`src/rtl/ser_tx_pkg.sv`:
```
// Shared definitions for the ser_tx serializer: FSM encoding, parameter
// legality helpers and counter sizing.
package ser_tx_pkg;

    typedef enum logic {
        ST_IDLE  = 1'b0,
        ST_SHIFT = 1'b1
    } state_e;

    localparam int unsigned WIDTH_MIN   = 32'd1;
    localparam int unsigned WIDTH_MAX   = 32'd32;
    localparam int unsigned CLK_DIV_MIN = 32'd2;

    function automatic bit width_ok(input int unsigned w);
        return (w >= WIDTH_MIN) && (w <= WIDTH_MAX);
    endfunction

    function automatic bit clk_div_ok(input int unsigned d);
        return (d >= CLK_DIV_MIN) && ((d % 32'd2) == 32'd0);
    endfunction

    // Bits needed to count 0..n-1, never less than one.
    function automatic int unsigned cnt_bits(input int unsigned n);
        return (n > 32'd1) ? $clog2(n) : 32'd1;
    endfunction

endpackage

```
`src/rtl/ser_tx_clkdiv.sv`:
```
// Bit-clock divider for ser_tx: registered sclk and a wrap strobe that is
// high during the last divider count of each serial bit.
module ser_tx_clkdiv
    import ser_tx_pkg::*;
#(
    parameter int unsigned CLK_DIV = 4
) (
    input  logic clk,
    input  logic reset_n,
    input  logic i_en,
    output logic o_sclk,
    output logic o_wrap
);

    localparam int unsigned   DW   = cnt_bits(CLK_DIV);
    localparam logic [DW-1:0] LAST = DW'(CLK_DIV - 32'd1);
    localparam logic [DW-1:0] HALF = DW'(CLK_DIV / 32'd2);

    logic [DW-1:0] r_cnt;
    logic [DW-1:0] w_cnt_nxt;
    logic          r_sclk;
    logic          r_wrap;

    // next divider count, wrapping at the end of a bit period
    always_comb begin
        w_cnt_nxt = {DW{1'b0}};
        if (r_cnt == LAST) begin
            w_cnt_nxt = {DW{1'b0}};
        end else begin
            w_cnt_nxt = r_cnt + DW'(1);
        end
    end

    // sclk and wrap are decoded from the next count so they line up with r_cnt
    always_ff @(posedge clk or negedge reset_n) begin
        if (!reset_n) begin
            r_cnt  <= {DW{1'b0}};
            r_sclk <= 1'b0;
            r_wrap <= 1'b0;
        end else if (i_en) begin
            r_cnt  <= w_cnt_nxt;
            r_sclk <= (w_cnt_nxt >= HALF);
            r_wrap <= (w_cnt_nxt == LAST);
        end else begin
            r_cnt  <= {DW{1'b0}};
            r_sclk <= 1'b0;
            r_wrap <= 1'b0;
        end
    end

    assign o_sclk = r_sclk;
    assign o_wrap = r_wrap;

endmodule

```
`src/rtl/ser_tx.sv`:
```
// Parallel-to-serial transmitter: MSB-first data with a divided bit clock
// and a frame strobe, all outputs straight from flip-flops.
module ser_tx
    import ser_tx_pkg::*;
#(
    parameter int unsigned WIDTH   = 8,
    parameter int unsigned CLK_DIV = 4
) (
    input  logic             clk,
    input  logic             reset_n,
    input  logic             tx_valid,
    input  logic [WIDTH-1:0] tx_data,
    output logic             tx_ready,
    output logic             tx_done,
    output logic             sclk,
    output logic             sdata,
    output logic             sframe
);

    if (!width_ok(WIDTH)) begin : g_bad_width
        $error("ser_tx: WIDTH must be 1..32");
    end
    if (!clk_div_ok(CLK_DIV)) begin : g_bad_clk_div
        $error("ser_tx: CLK_DIV must be even and >= 2");
    end

    localparam int unsigned    BW       = cnt_bits(WIDTH);
    localparam logic [BW-1:0]  BIT_LAST = BW'(WIDTH - 32'd1);

    state_e           r_state;
    state_e           w_state_nxt;
    logic [BW-1:0]    r_bit_cnt;
    logic [WIDTH-1:0] r_shreg;
    logic             r_tx_ready;
    logic             r_tx_done;
    logic             r_sframe;
    logic             w_ready_nxt;
    logic             w_done_nxt;
    logic             w_sframe_nxt;
    logic             w_div_en;
    logic             w_wrap;
    logic             w_last_bit;

    assign w_div_en   = (r_state == ST_SHIFT);
    assign w_last_bit = (r_bit_cnt == BIT_LAST);

    ser_tx_clkdiv #(
        .CLK_DIV (CLK_DIV)
    ) u_clkdiv (
        .clk     (clk),
        .reset_n (reset_n),
        .i_en    (w_div_en),
        .o_sclk  (sclk),
        .o_wrap  (w_wrap)
    );

    // state register
    always_ff @(posedge clk or negedge reset_n) begin
        if (!reset_n) begin
            r_state <= ST_IDLE;
        end else begin
            r_state <= w_state_nxt;
        end
    end

    // next-state logic
    always_comb begin
        w_state_nxt = r_state;
        case (r_state)
            ST_IDLE: begin
                if (tx_valid) begin
                    w_state_nxt = ST_SHIFT;
                end else begin
                    w_state_nxt = ST_IDLE;
                end
            end
            ST_SHIFT: begin
                if (w_wrap && w_last_bit) begin
                    w_state_nxt = ST_IDLE;
                end else begin
                    w_state_nxt = ST_SHIFT;
                end
            end
            default: w_state_nxt = ST_IDLE;
        endcase
    end

    // output decode, registered below so nothing reaches a port combinationally
    always_comb begin
        w_ready_nxt  = 1'b1;
        w_sframe_nxt = 1'b0;
        w_done_nxt   = 1'b0;
        if (w_state_nxt == ST_SHIFT) begin
            w_ready_nxt  = 1'b0;
            w_sframe_nxt = 1'b1;
        end else begin
            w_ready_nxt  = 1'b1;
            w_sframe_nxt = 1'b0;
        end
        if ((r_state == ST_SHIFT) && (w_state_nxt == ST_IDLE)) begin
            w_done_nxt = 1'b1;
        end else begin
            w_done_nxt = 1'b0;
        end
    end

    // shift register and bit counter; the final shift leaves zeros so sdata idles low
    always_ff @(posedge clk or negedge reset_n) begin
        if (!reset_n) begin
            r_shreg    <= {WIDTH{1'b0}};
            r_bit_cnt  <= {BW{1'b0}};
            r_tx_ready <= 1'b1;
            r_tx_done  <= 1'b0;
            r_sframe   <= 1'b0;
        end else begin
            r_tx_ready <= w_ready_nxt;
            r_tx_done  <= w_done_nxt;
            r_sframe   <= w_sframe_nxt;
            if ((r_state == ST_IDLE) && tx_valid) begin
                r_shreg   <= tx_data;
                r_bit_cnt <= {BW{1'b0}};
            end else if ((r_state == ST_SHIFT) && w_wrap) begin
                r_shreg   <= r_shreg << 1'b1;
                r_bit_cnt <= w_last_bit ? {BW{1'b0}} : (r_bit_cnt + BW'(1));
            end else begin
                r_shreg   <= r_shreg;
                r_bit_cnt <= r_bit_cnt;
            end
        end
    end

    assign tx_ready = r_tx_ready;
    assign tx_done  = r_tx_done;
    assign sframe   = r_sframe;
    assign sdata    = r_shreg[WIDTH-1];

endmodule

```
`config.mk`:
```
export PLATFORM = sky130hd
export DESIGN_NAME = ser_tx
export DESIGN_NICKNAME = d
export VERILOG_FILES = /design/src/rtl/ser_tx_pkg.sv /design/src/rtl/ser_tx_clkdiv.sv /design/src/rtl/ser_tx.sv
export SDC_FILE = /design/constraint.sdc
export NUM_CORES = 1
export LEC_CHECK = 0
export CORE_MARGIN = 4
export CORE_UTILIZATION = 44
export DETAILED_ROUTE_END_ITERATION = 12
export PLACE_DENSITY = 0.72
export SYNTH_ARGS = -nofsm -noshare
export SYNTH_HDL_FRONTEND = slang
export SYNTH_HIERARCHICAL = 1
export SYNTH_SLANG_ARGS = --single-unit
```
`constraint.sdc`:
```
create_clock -name clk -period 1.26 [get_ports clk]
set_clock_uncertainty 0.15 [all_clocks]
set_input_delay 0.252 -clock clk [delete_from_list [all_inputs] [get_ports clk]]
set_output_delay 0.252 -clock clk [all_outputs]
set_load 0.02 [all_outputs]
```
==> summary.txt, run 1 <==
status: finished, violations left
failing checks: setup timing
fraction of registers with async set or reset after synthesis: 100%
router iterations before antenna repair: 2
CP Max Fanout: 5
Synth Area in Adders: 6.08%
cts bufs inserted: 3
initial detailed-routing violation count: 8
Net Switching: 0.000866 W
Syn Area/Cell: 13.7 um^2
Worst Setup SP: sframe$_DFF_PN0_
# H-tree levels: 1
Max Fclk: 707 MHz
switch share: 33.7%
# hold bufs at CTS: 0
largest net degree at the start of global routing: 18
Syn Inst Count: 60
die area: 2630 um^2
Flop pwr share: 38.7%
multiplexer share of the synthesized area: 16.4%
Avg WL per Cell: 14.5 um
post-route setup slack: -0.154 ns
combinational power share: 50.2%
worst slew pin tran: 0.192 ns
Clock transition at path regs: 0.09 ns
number of I/O pins: 16
RePlAce Congestion: 0.705
die height: 51.3 um
CP Cell Sequence: buf_12 > mux2_4 > o221a_4
multi-input logic area: 434 um^2
Post-Route WL: 1680 um
Internal: 0.00170 W
Root Buffer: clkbuf_4
Synth Area in Compound Gates: 10.0%
Slowest cell on crit path: dfrtp_2
Netlist cell types: 19
CTS max path bufs: 2
FF+latch area: 428 um^2
ant diodes: 0
CP arrival: 1.45 ns
Max-cap violations: 0
GRT Util Overall: 14.4%
cell count along the critical path: 3
RSZ-0062 raised after global routing: true
largest family of logic cells by synthesized area: multiplexers
fin nets: 107
largest stage delay on the critical path: 0.47 ns
dpl hpwl: 1220 um
mapped cell area: 823 um^2
Final min period: 1.41 ns
fillers: 130
Yosys Warn Count: 6
core area: 1750 um^2
number of global-route vias before repair: 625
Setup crit end: r_shreg[3]$_DFFE_PN0P_
Via-to-Cell Ratio: 5.09
static leakage: 0.587 nW
DR vias: 591
EDFF count, synth: 0
Tcrit/Tclk final: 112%
Buf/Inv on CP: 1
worst endpoint required time: 1.29 ns
worst-skew pair later-pin latency: 0.29 ns
CTS tree: yes
reg2reg end: r_shreg[3]$_DFFE_PN0P_
share of cells above drive strength 1: 41.8%
R2R Setup Slk: -0.15 ns
clock share of power: 11.1%
FP Rows: 15
Setup CP Type: reg2reg
CP Capture Type: flop
Final Total Pwr: 0.00257 W
Non-Filler Cell Area, Final: 1240 um^2
Tightest Hold Check Type: in2async
antenna viol nets, final: 0
post-place setup slack: -0.418 ns
R2R Path Start: sframe$_DFF_PN0_
Seq cells post-synth: 17
drt drc: 0
Setup crit start kind: flop
Max VDD drop: 1.51 mV
Area Overhead vs Synth: 50.5%
PortBufs: 15
fin. max-slew vios: 0
pwr/cell area: 2070 nW/um^2
Synth Net Count: 75
FF-to-FF path depth: 3
prevailing post-synth register cell: dfrtp_1
sequential share of the synthesized area: 51.8%
final hold vios: 0
first-pass GRT wire length: 2730 um
Synth Area in XOR/XNOR: 0%
post-synthesis simple-gate area fraction: 10.6%
delay-heaviest family, CP: flip-flops
chip width: 51.3 um
initial antenna violation count: 0
dpl cell area: 1090 um^2
remaining global-route overflow: 0
Starting Density: 47.2%
clock tree sinks: 17
Max transition margin: 86.8%
setup violators final: 11
## layout by cell type, fill, tap and decap left out, drive strengths merged, types with 2 or more instances in the layout
cell type,netlist,final
buf,3,19
dfrtp,16,16
mux2i,12,12
clkdlybuf4s50,0,9
clkbuf,0,5
o221a,4,4
or3b,4,4
ha,4,4
nor2,3,3
inv,2,2
a32o,2,2
o2bb2ai,2,2
## synthesized netlist by cell type (2+ instances only)
cell / number / share of area [%]
nor2_1: 3 / 1.4
o221a_2: 4 / 5.5
dfrtp_1: 16 / 49
inv_1: 2 / 0.91
mux2i_1: 12 / 15
o2bb2ai_1: 2 / 2.1
ha_1: 4 / 6.1
a32o_1: 2 / 2.4
buf_6: 3 / 4.1
or3b_1: 3 / 3.2
## repair_timing
action,in CTS,in global routing
pin swaps,1,4
setup endpoints to repair,15,16
gates cloned,0,1
gates resized for setup,27,14
buffers inserted,3,0
## power by group through the flow
stage	Sequential, W	Combinational, W	Clock, W
final	0.000993	0.00129	0.000285
after global routing	0.00101	0.00140	0.000331
after CTS	0.000963	0.00113	0.000301
after detailed placement	0.000970	0.00110	0
after global placement	0.000956	0.00105	0
after floorplan	0.000991	0.000645	0
## how the worst min path moves through the flow
stage / from / cells past startpoint / slack, ns / end
3_3_place_gp: u_clkdiv/r_cnt[0]$_DFF_PN0_ / 1 / 0.31 / u_clkdiv/r_cnt[0]$_DFF_PN0_
3_5_place_dp: u_clkdiv/r_cnt[0]$_DFF_PN0_ / 1 / 0.33 / u_clkdiv/r_cnt[0]$_DFF_PN0_
4_1_cts: reset_n / 2 / 0.14 / r_shreg[0]$_DFFE_PN0P_
5_1_grt: reset_n / 2 / 0.15 / r_shreg[0]$_DFFE_PN0P_
2_1_floorplan: reset_n / 0 / -0.19 / r_bit_cnt[0]$_DFFE_PN0P_
6_report: reset_n / 2 / 0.14 / r_shreg[5]$_DFFE_PN0P_
## kinds of logic after synthesis
group           after synthesis
flops                        17
mux                          13
simple gates                 13
compound gates                8
buf+inv                       5
fa+ha+maj                     4
## metrics by stage
| step | cells | setup TNS, ns | hold WS, ns | util, % |
|---|---|---|---|---|
| final | 116 | -1.07 | 0.144 | 71.0 |
| after global routing | 116 | -1.54 | 0.146 | 71.0 |
| after CTS | 115 | -0.973 | 0.140 | 65.8 |
| after detailed placement | 108 | -4.58 | 0.328 | 62.7 |
| after global placement | 108 | -4.26 | 0.306 | 62.7 |
| after floorplan | 60 | -0.311 | -0.194 | - |
## layer usage
metal  share of wire, %  track usage [%]
met5                  0                0
met4                2.4             7.86
met3                4.6             4.08
met2                 49             23.8
met1                 44             16.6
## cell type report
cell class	count	share of cell area (%)
timing repair buffer	30	25.2
inverter	2	0.606
clock buffer	4	2.12
sequential	17	34.5
multi-input combinational	38	35.1
tap	25	2.53
## state kept, by name, summed over array words and instances (netlist names)
signal,cells
u_clkdiv/r_cnt,2
tx_ready,1
r_bit_cnt,3
u_clkdiv/o_wrap,1
sframe,1
r_shreg,8
tx_done,1
Note: power is estimated with default switching activity, not from simulation.
==> run 2, diff against run 1 <==
--- a/config.mk
+++ b/config.mk
@@ -13,3 +13,4 @@
 export SYNTH_HDL_FRONTEND = slang
 export SYNTH_HIERARCHICAL = 1
 export SYNTH_SLANG_ARGS = --single-unit
+export TNS_END_PERCENT = 5
==> summary.txt, run 2 (synthesis gave the netlist of run 1 again) <==
GRT Util Overall: 15.4% (+1.0 points)
worst-skew pair later-pin latency: 0.28 ns (about the same)
Root Buffer: clkbuf_4
remaining global-route overflow: 0 (unchanged)
ant diodes: 0 (unchanged)
CP Cell Sequence: buf_12 > mux2_4 > o221a_4
Max-cap violations: 0 (unchanged)
worst endpoint required time: 1.28 ns (about the same)
commonest non-fill, non-tap cells in the layout: dfrtp_1 (14), buf_4 (13), mux2i_1 (12)
Starting Density: 47.2% (unchanged)
antenna viol nets, final: 0 (unchanged)
final hold vios: 0 (unchanged)
dpl cell area: 1100 um^2 (+0.80%)
delay-heaviest family, CP: flip-flops
fin. max-slew vios: 0 (unchanged)
Avg WL per Cell: 13.9 um (-4.3%)
CTS max path bufs: 2 (unchanged)
FP Rows: 15 (unchanged)
final core utilization: 68.2% (-2.7 points)
cts bufs inserted: 3 (unchanged)
failing checks: setup timing
router iterations before antenna repair: 3 (+1)
RePlAce Congestion: 0.741 (+5.2%)
Max VDD drop: 1.22 mV (-19%)
routed wl met3: 64 um (-18%)
Clock transition at path regs: 0.09 ns (about the same)
number of global-route vias before repair: 701 (+12%)
die height: 51.3 um (unchanged)
Via-to-Cell Ratio: 4.85 (-4.9%)
R2R Setup Slk: -0.12 ns (+0.03 ns)
DR vias: 567 (-4.1%)
Setup crit start kind: flop
number of I/O pins: 16 (unchanged)
Tightest Hold Check Type: in2async
Final min period: 1.38 ns (-0.0291 ns)
core area: 1750 um^2 (unchanged)
Post-Route WL: 1620 um (-3.5%)
chip width: 51.3 um (unchanged)
fin nets: 108 (+0.93%)
Slowest cell on crit path: dfrtp_2
max reg flops: 8 (unchanged)
post-route setup slack: -0.125 ns (+0.0291 ns)
Setup CP Type: reg2reg
Max Used Layer: met4
pwr/cell area: 2090 nW/um^2 (+0.60%)
R2R Path Start: sframe$_DFF_PN0_
first-pass GRT wire length: 3020 um (+11%)
Max Fclk: 722 MHz (+2.1%)
dpl hpwl: 1130 um (-7.3%)
worst slew pin tran: 0.244 ns (+0.0515 ns)
largest stage delay on the critical path: 0.44 ns (-0.03 ns)
Met1 Wirelength: 756 um (+1.5%)
Non-Filler Cell Area, Final: 1190 um^2 (-3.8%)
CP arrival: 1.41 ns (-0.04 ns)
# H-tree levels: 1 (unchanged)
CP Max Fanout: 7 (+2)
initial antenna violation count: 0 (unchanged)
setup violators final: 10 (-1)
fillers: 140 (+7.7%)
setup_tns: -0.821 ns (+0.252 ns)
share of cells above drive strength 1: 42.4% (+0.63 points)
initial detailed-routing violation count: 3 (-5)
commonest non-fill, non-tap cell in the layout: dfrtp_1
static leakage: 0.563 nW (-4.1%)
FF-to-FF path depth: 3 (unchanged)
PortBufs: 15 (unchanged)
CP Capture Type: flop
largest registers: r_shreg (8), r_bit_cnt (3), u_clkdiv/r_cnt (2)
largest net degree at the start of global routing: 18 (unchanged)
drt drc: 0 (unchanged)
met2 routed WL: 788 um (-3.5%)
Area Overhead vs Synth: 44.7%
RSZ-0062 raised after global routing: true
Tcrit/Tclk final: 110% (-2.3 points)
CTS tree: yes
reg2reg end: r_shreg[4]$_DFFE_PN0P_
clock tree sinks: 17 (unchanged)
Biggest register: r_shreg
Buf/Inv on CP: 1 (unchanged)
status: finished, violations left
die area: 2630 um^2 (unchanged)
Max transition margin: 83.7% (-3.1 points)
run 2: cell types whose count changed in the layout (fill, tap and decap cells not counted), sizes merged:
cell and delta:
dlymetal6s2s -1, dlygate4sd2 +1, buf +2, clkbuf -1
run 2: layout make-up:
cell class              count  area [um^2]  area share, %
clock buffers               4         26.3           2.21
repair buffers             31          279           23.4
well taps                  25         31.3           2.63
flip-flops and latches     17          429           36.0
inverters                   2         7.51          0.630
multi-input cells          38          418           35.1
run 2: worst max-delay path by stage:
stage	slack (ns)	endpoint	cells after the start	start
3_3_place_gp	-0.43	r_shreg[1]$_DFFE_PN0P_	3	tx_valid
5_1_grt	-0.16	r_shreg[3]$_DFFE_PN0P_	3	sframe$_DFF_PN0_
6_report	-0.12	r_shreg[4]$_DFFE_PN0P_	3	sframe$_DFF_PN0_
3_5_place_dp	-0.45	r_shreg[1]$_DFFE_PN0P_	3	tx_valid
4_1_cts	-0.13	r_shreg[4]$_DFFE_PN0P_	3	sframe$_DFF_PN0_
2_1_floorplan	-0.1	r_shreg[4]$_DFFE_PN0P_	3	sframe$_DFF_PN0_
run 2: power by group:
part           total, W  switching (W)  internal [W]
logic           0.00123       0.000486      0.000743
clock network  0.000275       0.000153      0.000123
registers      0.000979       0.000189      0.000789
total           0.00248       0.000828       0.00166
run 2: what timing repair did:
| action | CTS | global route |
|---|---|---|
| setup buffers | 2 | 0 |
| endpoints found under the setup margin | 16 | 14 |
| pin swaps | 7 | 1 |
| hold buffers | 0 | 0 |
| gates resized for setup | 34 | 2 |
run 2: through the flow:
stage | setup WS, ns | total power, W | instances | hold WS [ns]
after floorplan | -0.0978 | 0.00160 | 60 | -0.194
after global placement | -0.428 | 0.00198 | 111 | 0.307
after detailed placement | -0.450 | 0.00203 | 111 | 0.319
final | -0.125 | 0.00248 | 117 | 0.158
after CTS | -0.128 | 0.00249 | 117 | 0.151
after global routing | -0.159 | 0.00270 | 117 | 0.152
run 2: per-layer routing:
layer | up-vias | GRT usage, %
li1 | 283 | -
met1 | 273 | 18.9
met2 | 9 | 26.4
met3 | 2 | 3.50
met4 | 0 | 5.24
met5 | - | 0
